### src/rtl/x_frame_loader_if.sv
// Signal bundle between the frame loader, the sample source, the x memory
// and the autocorrelation engine.
interface x_frame_loader_if;
    // Sample stream: a sample transfers on a rising clk edge where sampleValid
    // and sampleReady are both high; the source holds sampleIn steady until then.
    logic [15:0] sampleIn;
    logic        sampleValid;
    logic        sampleReady;
    logic [7:0]  xMemAddr;
    logic [31:0] xMemWriteData;
    logic        xMemEn;
    logic [31:0] xMemReadData;
    logic        autocorrStart;
    logic        autocorrDone;
    logic        busy;
    logic [2:0]  dbg_state;

    modport master (
        input  sampleIn, sampleValid, xMemReadData, autocorrDone,
        output sampleReady, xMemAddr, xMemWriteData, xMemEn, autocorrStart, busy, dbg_state
    );

    modport slave (
        output sampleIn, sampleValid, xMemReadData, autocorrDone,
        input  sampleReady, xMemAddr, xMemWriteData, xMemEn, autocorrStart, busy, dbg_state
    );
endinterface

### src/rtl/x_frame_loader.sv
// Maintains the 240-word LPC analysis window in x memory: shifts the retained
// samples down one frame, appends the new frame, then kicks autocorrelation.
module x_frame_loader #(
    parameter int FRAME  = 80,
    parameter int WINDOW = 240
) (
    input  logic               clk,
    input  logic               reset,
    x_frame_loader_if.master   bus
);

    localparam logic [7:0] RETAIN_LAST = 8'(WINDOW - FRAME - 1);
    localparam logic [7:0] FRAME_LAST  = 8'(FRAME - 1);
    localparam logic [7:0] SHIFT_OFS   = 8'(FRAME);
    localparam logic [7:0] LOAD_BASE   = 8'(WINDOW - FRAME);

    typedef enum logic [2:0] {
        S_IDLE     = 3'd0,
        S_CLEAR    = 3'd1,
        S_SHIFT_RD = 3'd2,
        S_SHIFT_WR = 3'd3,
        S_LOAD     = 3'd4,
        S_START    = 3'd5,
        S_WAIT     = 3'd6
    } state_t;

    state_t     state, nxt_state;
    logic [7:0] i, nxt_i;
    logic       primed;
    logic       ready_q, start_q, busy_q;
    logic       accept;

    assign accept = (state == S_LOAD) && ready_q && bus.sampleValid;

    always_comb begin
        nxt_state = state;
        nxt_i     = i;
        case (state)
            S_IDLE: begin
                if (bus.sampleValid) begin
                    nxt_state = primed ? S_SHIFT_RD : S_CLEAR;
                    nxt_i     = '0;
                end
            end
            S_CLEAR: begin
                if (i == RETAIN_LAST) begin
                    nxt_state = S_LOAD;
                    nxt_i     = '0;
                end else begin
                    nxt_i = i + 8'd1;
                end
            end
            S_SHIFT_RD: nxt_state = S_SHIFT_WR;
            S_SHIFT_WR: begin
                if (i == RETAIN_LAST) begin
                    nxt_state = S_LOAD;
                    nxt_i     = '0;
                end else begin
                    nxt_state = S_SHIFT_RD;
                    nxt_i     = i + 8'd1;
                end
            end
            S_LOAD: begin
                if (accept) begin
                    if (i == FRAME_LAST) begin
                        nxt_state = S_START;
                        nxt_i     = '0;
                    end else begin
                        nxt_i = i + 8'd1;
                    end
                end
            end
            S_START: nxt_state = S_WAIT;
            S_WAIT: begin
                if (bus.autocorrDone) nxt_state = S_IDLE;
            end
            default: nxt_state = S_IDLE;
        endcase
    end

    // Memory port decodes straight from the state/index registers; the write data
    // in SHIFT_WR must be the read data returned for the preceding SHIFT_RD.
    always_comb begin
        bus.xMemAddr      = '0;
        bus.xMemWriteData = '0;
        bus.xMemEn        = 1'b0;
        case (state)
            S_CLEAR: begin
                bus.xMemAddr = i;
                bus.xMemEn   = 1'b1;
            end
            S_SHIFT_RD: bus.xMemAddr = i + SHIFT_OFS;
            S_SHIFT_WR: begin
                bus.xMemAddr      = i;
                bus.xMemWriteData = bus.xMemReadData;
                bus.xMemEn        = 1'b1;
            end
            S_LOAD: begin
                if (accept) begin
                    bus.xMemAddr      = LOAD_BASE + i;
                    bus.xMemWriteData = {{16{bus.sampleIn[15]}}, bus.sampleIn};
                    bus.xMemEn        = 1'b1;
                end
            end
            default: ;
        endcase
    end

    always_ff @(posedge clk or negedge reset) begin
        if (!reset) begin
            state   <= S_IDLE;
            i       <= '0;
            primed  <= 1'b0;
            ready_q <= 1'b0;
            start_q <= 1'b0;
            busy_q  <= 1'b0;
        end else begin
            state   <= nxt_state;
            i       <= nxt_i;
            ready_q <= (nxt_state == S_LOAD);
            start_q <= (nxt_state == S_START);
            busy_q  <= (nxt_state != S_IDLE);
            if (nxt_state == S_START) primed <= 1'b1;
        end
    end

    assign bus.sampleReady   = ready_q;
    assign bus.autocorrStart = start_q;
    assign bus.busy          = busy_q;
    assign bus.dbg_state     = state;

endmodule

### src/flat_wrapper.sv
// flat-port wrapper written by rule: the top's interface ports become plain ports
module x_frame_loader_flat 
#(
    parameter int FRAME  = 80,
    parameter int WINDOW = 240
)
  (clk, reset, bus_sampleIn, bus_sampleValid, bus_xMemReadData, bus_autocorrDone, bus_sampleReady, bus_xMemAddr, bus_xMemWriteData, bus_xMemEn, bus_autocorrStart, bus_busy, bus_dbg_state);
  x_frame_loader_if bus_i ();
  input  logic clk;
  input  logic reset;
  input wire logic [$bits(bus_i.sampleIn)-1:0] bus_sampleIn;
  input wire logic [$bits(bus_i.sampleValid)-1:0] bus_sampleValid;
  input wire logic [$bits(bus_i.xMemReadData)-1:0] bus_xMemReadData;
  input wire logic [$bits(bus_i.autocorrDone)-1:0] bus_autocorrDone;
  output wire logic [$bits(bus_i.sampleReady)-1:0] bus_sampleReady;
  output wire logic [$bits(bus_i.xMemAddr)-1:0] bus_xMemAddr;
  output wire logic [$bits(bus_i.xMemWriteData)-1:0] bus_xMemWriteData;
  output wire logic [$bits(bus_i.xMemEn)-1:0] bus_xMemEn;
  output wire logic [$bits(bus_i.autocorrStart)-1:0] bus_autocorrStart;
  output wire logic [$bits(bus_i.busy)-1:0] bus_busy;
  output wire logic [$bits(bus_i.dbg_state)-1:0] bus_dbg_state;
  assign bus_i.sampleIn = bus_sampleIn;
  assign bus_i.sampleValid = bus_sampleValid;
  assign bus_i.xMemReadData = bus_xMemReadData;
  assign bus_i.autocorrDone = bus_autocorrDone;
  assign bus_sampleReady = bus_i.sampleReady;
  assign bus_xMemAddr = bus_i.xMemAddr;
  assign bus_xMemWriteData = bus_i.xMemWriteData;
  assign bus_xMemEn = bus_i.xMemEn;
  assign bus_autocorrStart = bus_i.autocorrStart;
  assign bus_busy = bus_i.busy;
  assign bus_dbg_state = bus_i.dbg_state;
  x_frame_loader #(.FRAME(FRAME), .WINDOW(WINDOW)) u_core (.clk(clk), .reset(reset), .bus(bus_i));
endmodule
### config.mk
export PLATFORM = sky130hd
export DESIGN_NAME = x_frame_loader_flat
export DESIGN_NICKNAME = d
export VERILOG_FILES = /design/src/rtl/x_frame_loader_if.sv /design/src/rtl/x_frame_loader.sv /design/src/flat_wrapper.sv
export SDC_FILE = /design/constraint.sdc
export NUM_CORES = 1
export LEC_CHECK = 0
export CAP_MARGIN = 0
export CORE_UTILIZATION = 25
export DETAILED_ROUTE_END_ITERATION = 12
export PLACE_DENSITY_LB_ADDON = 0.2
export SYNTH_ARGS = -nofsm -noshare
export SYNTH_HDL_FRONTEND = slang
export SYNTH_SLANG_ARGS = --single-unit
### constraint.sdc
create_clock -name clk -period 3.2 [get_ports clk]
set_input_delay 0.48 -clock clk [delete_from_list [all_inputs] [get_ports clk]]
set_output_delay 0.48 -clock clk [all_outputs]
set_load 0.005 [all_outputs]
==> results of run 1 <==
[worst max-delay path, delay by kind of cell]
kind,cells,cell delay [ns]
AOI/OAI and AO/OA,1,0.19
buffers and inverters,3,1.26
and+or+nand+nor,2,0.46
[area by class of cell]
type                       instances  area [um^2]
tap                               72        90.09
timing repair buffer             102         1011
inverter                           7        26.28
sequential                        15        375.4
clock buffer                       4        45.04
multi-input combinational        129        938.4
fill                             552         2987
[flip-flops by register name (all words and copies together) (netlist names)]
signal	count
u_core.bus.autocorrStart	1
u_core.bus.busy	1
u_core.bus.dbg_state	3
u_core.bus.sampleReady	1
u_core.i	8
u_core.primed	1
[Yosys cell counts, types with 2 or more instances]
master and count:
o21ai_0 7, buf_2 9, ha_1 6, clkbuf_1 2, and3_1 3, dfrtp_1 15, a22o_1 16, a21o_1 17
inv_1 6, nand3_1 2, o2111ai_1 3, nor2_1 8, o221ai_1 2, nand4_1 2, a32oi_1 2, nand2b_1 5
a21oi_1 4, a22oi_1 2, o211ai_1 5, o22ai_1 2, nand2_1 14, nor2b_1 8
[layout by cell type, fill, tap and decap left out, types with 3 or more instances in the layout]
cell type | netlist | routed
nand2b_1 | 5 | 5
o21ai_0 | 7 | 7
ha_1 | 6 | 6
a22o_1 | 16 | 16
nand2_1 | 14 | 14
nor2_1 | 8 | 8
a21o_1 | 17 | 17
o211ai_1 | 5 | 5
dfrtp_1 | 15 | 15
nor2b_1 | 8 | 8
o2111ai_1 | 3 | 3
clkbuf_8 | 0 | 3
inv_1 | 6 | 6
clkdlybuf4s50_1 | 0 | 98
buf_4 | 1 | 4
a21oi_1 | 4 | 4
and3_1 | 3 | 3
[how the worst min path moves through the flow]
stage / startpoint / end / slack (ns) / cells after the start
6_report: u_core.primed / u_core.primed / 0.50 / 1
5_1_grt: u_core.primed / u_core.primed / 0.53 / 1
3_3_place_gp: u_core.primed / u_core.primed / 0.49 / 1
4_1_cts: u_core.primed / u_core.primed / 0.50 / 1
2_1_floorplan: reset / u_core.bus.autocorrStart / 0.18 / 0
3_5_place_dp: u_core.primed / u_core.primed / 0.49 / 1
[power breakdown]
part	internal, mW	switching, mW
logic	0.0548	0.0132
clock network	0.0884	0.0712
registers	0.190	0
total	0.333	0.0844
[kinds of logic after synthesis]
family | synth area share
AND/OR/NAND/NOR | 0.2023
multiplexers | 0.007067
flip-flops | 0.2650
AO/OA/AOI/OAI | 0.4002
buffers and inverters | 0.07243
adder cells (fa/ha/maj) | 0.05300
[metal layers]
layer | wire length, um | part of all wire | vias up
met3 | 445 | 0.092 | 5
met5 | 0 | 0 | -
li1 | - | - | 802
met1 | 2311 | 0.48 | 745
met2 | 2062 | 0.43 | 91
met4 | 27 | 0.0056 | 0
==> impl_metrics.json, run 1 <==
{
  "run_status": "complete, no violations",
  "remaining_drc_errors": 0,
  "startpoint": "bus_sampleValid",
  "overflow": 0,
  "worstSetupPathType": "in -> out",
  "drtIter0Drc": 35,
  "area_growth_syn_to_layout_pct": 75.53,
  "synth_cell_types": 47,
  "peakVddDrop_mv": 0.1012,
  "r2r_start": "u_core.i[4]",
  "avgViaCountPerCell": 4.994,
  "post_dp_cell_area_mm2": 0.002441,
  "port_buffers": 98,
  "ys_top_cells_by_area": "dfrtp_1 27%, a22o_1 9.9%, a21o_1 9.0%",
  "drv_cap": 0,
  "cts-buffers-inserted": 3,
  "max_freq_ghz": 0.3483,
  "cts.sinks": 15,
  "timing.rr.end": "u_core.i[5]",
  "yosys.area.top_type": "dfrtp_1",
  "fin_cells": 329,
  "grt_pass1_wl_mm": 7.541,
  "num_rows": 27,
  "cpPeakStageDelay_ns": 0.52,
  "slew_violations": 0,
  "dr.pass1.iters": 4,
  "final_cell_area_mm2": 0.002486,
  "finalPower_mw": 0.4172,
  "synth_top_area_frac": 0.2650,
  "async_flop_share": 1.000,
  "htreeDepth": 1,
  "top_usage_layer": "met2",
  "wl_per_cell_um": 14.73,
  "die_area_mm2": 0.005971,
  "start_util": 0.2588,
  "cts_setup_buffers": 0,
  "grtUsageTotal": 0.1584,
  "synth.ff_latch_count": 15,
  "grt_use_met1": 0.2274,
  "die_w_um": 77.27,
  "gp_congestion": 0.8393,
  "post-route-period-util": 0.8973,
  "avgSynthCellArea_um2": 8.584,
  "antenna_found_initial": 0,
  "synth_ff_type": "dfrtp_1",
  "cp_data_required_time_ns": 2.72,
  "io_pins": 99,
  "vias": 1643,
  "dp_slack_ns": 0.3082,
  "power.leakage_nw": 1.117,
  "clk_pin_slew_ns": 0.06,
  "report.final.setup_viol": 0,
  "cts_resized": 0,
  "hold_path.class": "reg -> reg",
  "met3_usage": 0.03690,
  "path_cells": "clkdlybuf4s50_1, and3b_1, and2_1, buf_4, a22o_1, clkdlybuf4s50_1",
  "cts_tree": "yes",
  "postSynthCellCount": 165,
  "nNetsFinal": 316,
  "hold_viol": 0,
  "rsz0062_at_grt": "no",
  "worstPathArrival_ns": 2.39,
  "grt_pass1_vias": 1477,
  "utilization": 0.4543,
  "r2r_cells": 6,
  "fin_ws_ns": 0.3285,
  "crit_path_frequent_cell": "clkdlybuf4s50_1",
  "max_slew_margin": 0.5070,
  "worst_pin_slew_ns": 0.7371,
  "crit_end": "bus_xMemWriteData[3]",
  "grt_max_degree": 33,
  "r2r_setup_slack_ns": 1.23,
  "use_met2": 0.2372,
  "powerDensity_mw_per_mm2": 167.8,
  "synth-seq-area-share": 0.2650,
  "ys_warn_count": 0,
  "drt_wl_total_mm": 4.846,
  "critical_path_peak_fanout": 15,
  "netlist_area_mm2": 0.001416,
  "endpoint_kind": "output pin",
  "antenna_cells": 0,
  "hold_buffers": 0,
  "min_period_ns": 2.871,
  "final.setup.tns_ns": 0,
  "synth_nets": 223,
  "clock_path_buffers": 2,
  "insertion_delay_ns": 0.25,
  "antenna_left": 0,
  "drive_gt1_frac": 0.06615,
  "core_region_area_mm2": 0.005473,
  "dp_cells": 325,
  "finClkSkew_ns": 0.008817,
  "dpl.hpwl_mm": 3.772,
  "cts-root-buf": "clkbuf_8",
  "critPathLaunchType": "input pin",
  "synth_edf_count": 0,
  "holdWs_ns": 0.5035,
  "cp_slowest_cell": "clkdlybuf4s50_1",
  "die-height_um": 77.27
}
Note: power is estimated with default switching activity, not from simulation.
==> inputs of run 2 (changes only) <==
ABC_CLOCK_PERIOD_IN_PS = 3200   (was unset)
==> results of run 2 <==
No change in the layout: final DEF, timing and power equal those of run 1.
==> inputs of run 3 (changes only) <==
CORE_MARGIN = 10   (was unset)
==> run 3 against run 2 <==
Maximum frequency is 0.29% lower. Register-to-register slack hardly changed. Clock skew is 0.0026 ns lower. Largest power group unchanged.
==> impl_metrics.json, run 3 (same netlist as run 1, synthesis figures left out) <==
{
  "nNetsFinal": 316,
  "cp_slowest_cell": "clkdlybuf4s50_1",
  "start_util": 0.2572,
  "worstPathArrival_ns": 2.40,
  "cts_tree": "yes",
  "cts-root-buf": "clkbuf_8",
  "core_region_area_mm2": 0.005507,
  "p_int_mw": 0.3327,
  "drv_cap": 0,
  "peakVddDrop_mv": 0.08185,
  "pwr-share-clk": 0.378,
  "post_dp_cell_area_mm2": 0.002441,
  "fill_cells": 549,
  "r2r_setup_slack_ns": 1.23,
  "max_freq_ghz": 0.3472,
  "final_cell_area_mm2": 0.002486,
  "largest_register_ff_count": 8,
  "remaining_drc_errors": 0,
  "timing.rr.end": "u_core.i[5]",
  "hold_start": "u_core.primed",
  "multiInputGateArea_um2": 938.4,
  "crit_path_frequent_cell": "clkdlybuf4s50_1",
  "grt_pass1_wl_mm": 8.956,
  "power.leakage_nw": 1.117,
  "die_w_um": 95.27,
  "worst_pin_slew_ns": 0.6983,
  "io_pins": 99,
  "hold_path.class": "reg -> reg",
  "insertion_delay_ns": 0.25,
  "antenna_found_initial": 0,
  "rsz0062_at_grt": "no",
  "p_sw_frac": 0.1975,
  "r2r_start": "u_core.i[4]",
  "cpPeakStageDelay_ns": 0.50,
  "grt_max_degree": 33,
  "die-height_um": 95.27,
  "drt_wl_total_mm": 5.952,
  "clock_path_buffers": 2,
  "wl_per_cell_um": 18.09,
  "cp_data_required_time_ns": 2.72,
  "p_sw_mw": 0.08189,
  "path_cells": "clkdlybuf4s50_1, and3b_1, and2_1, buf_4, a22o_1, clkdlybuf4s50_1",
  "gp_congestion": 0.8164,
  "run_status": "complete, no violations",
  "max_slew_margin": 0.5330,
  "critical_path_peak_fanout": 15,
  "p_seq_frac": 0.457,
  "slew_violations": 0,
  "cts_resized": 0,
  "min_to": "u_core.primed",
  "critPathLaunchType": "input pin",
  "ff_latch_area_um2": 375.4,
  "grtUsageTotal": 0.1232,
  "p_comb_frac": 0.165,
  "powerDensity_mw_per_mm2": 166.8,
  "antenna_left": 0,
  "htreeDepth": 1,
  "die_area_mm2": 0.009076,
  "dpl.hpwl_mm": 4.813,
  "hold_viol": 0,
  "cts_setup_buffers": 0,
  "cts.sinks": 15,
  "port_buffers": 98,
  "antenna_cells": 0,
  "r2r_cells": 6,
  "final_cell_mix": "98 x clkdlybuf4s50_1, 17 x a21o_1, 16 x a22o_1",
  "final_common_cell": "clkdlybuf4s50_1",
  "finClkSkew_ns": 0.006195,
  "area_growth_syn_to_layout_pct": 75.53,
  "overflow": 0,
  "endpoint_kind": "output pin",
  "post-route-period-util": 0.9000,
  "min_path_cells": 1,
  "num_rows": 27,
  "largest-register": "u_core.i",
  "grt_pass1_vias": 1567,
  "report.final.setup_viol": 0,
  "final.setup.tns_ns": 0,
  "vias": 1643,
  "finalPower_mw": 0.4146,
  "clk_pin_slew_ns": 0.06,
  "worstSetupPathType": "in -> out",
  "drtIter0Drc": 67,
  "cts-buffers-inserted": 3,
  "min_period_ns": 2.880,
  "avgViaCountPerCell": 4.994,
  "hold_buffers": 0,
  "dr.pass1.iters": 4,
  "drive_gt1_frac": 0.06615
}
[run 3: routing by layer]
layer,up-vias,share of wire,GRT usage,wire length [um]
met1,757,0.43,0.1503,2580
met4,0,0.011,0.03741,67
met2,76,0.44,0.2011,2646
li1,806,-,-,-
met3,4,0.11,0.04006,657
met5,-,0,0,0
[run 3: how the worst max path moves through the flow]
| stage | start | endpoint | slack [ns] | depth (start not counted) |
|---|---|---|---|---|
| 5_1_grt | bus_sampleValid | bus_xMemWriteData[4] | 0.22 | 6 |
| 3_5_place_dp | bus_sampleValid | bus_xMemWriteData[4] | 0.32 | 6 |
| 2_1_floorplan | u_core.bus.dbg_state[0] | bus_xMemWriteData[10] | 1.30 | 6 |
| 6_report | bus_sampleValid | bus_xMemWriteData[13] | 0.32 | 6 |
| 3_3_place_gp | bus_sampleValid | bus_xMemWriteData[4] | 0.37 | 6 |
| 4_1_cts | bus_sampleValid | bus_xMemWriteData[4] | 0.32 | 6 |
[run 3: stage by stage]
stage / hold WS [ns] / worst slack [ns] / cells / utilization
5_1_grt: 0.5223 / 0.2172 / 329 / 0.4515
2_1_floorplan: 0.1844 / 1.304 / 165 / -
4_1_cts: 0.5042 / 0.3173 / 329 / 0.4515
3_5_place_dp: 0.4870 / 0.3171 / 325 / 0.4433
6_report: 0.5052 / 0.3201 / 329 / 0.4515
3_3_place_gp: 0.4863 / 0.3674 / 325 / 0.4433
[run 3: worst max-delay path, delay by kind of cell]
| family | cells | cell delay, ns |
|---|---|---|
| compound gates | 1 | 0.17 |
| simple gates | 2 | 0.49 |
| buf+inv | 3 | 1.25 |
[run 3: cell type report]
class	count	share of cell area
tap	72	0.03624
sequential	15	0.1510
timing repair buffer	102	0.4066
multi-input combinational	129	0.3775
inverter	7	0.01057
clock buffer	4	0.01812
[run 3: power groups by stage]
stage	sequential [mW]	combinational, mW	clock [mW]
final	0.190	0.0682	0.157
after global routing	0.190	0.0725	0.166
after CTS	0.190	0.0690	0.158
after detailed placement	0.193	0.0687	0
after global placement	0.193	0.0674	0
after floorplan	0.193	0.00134	0
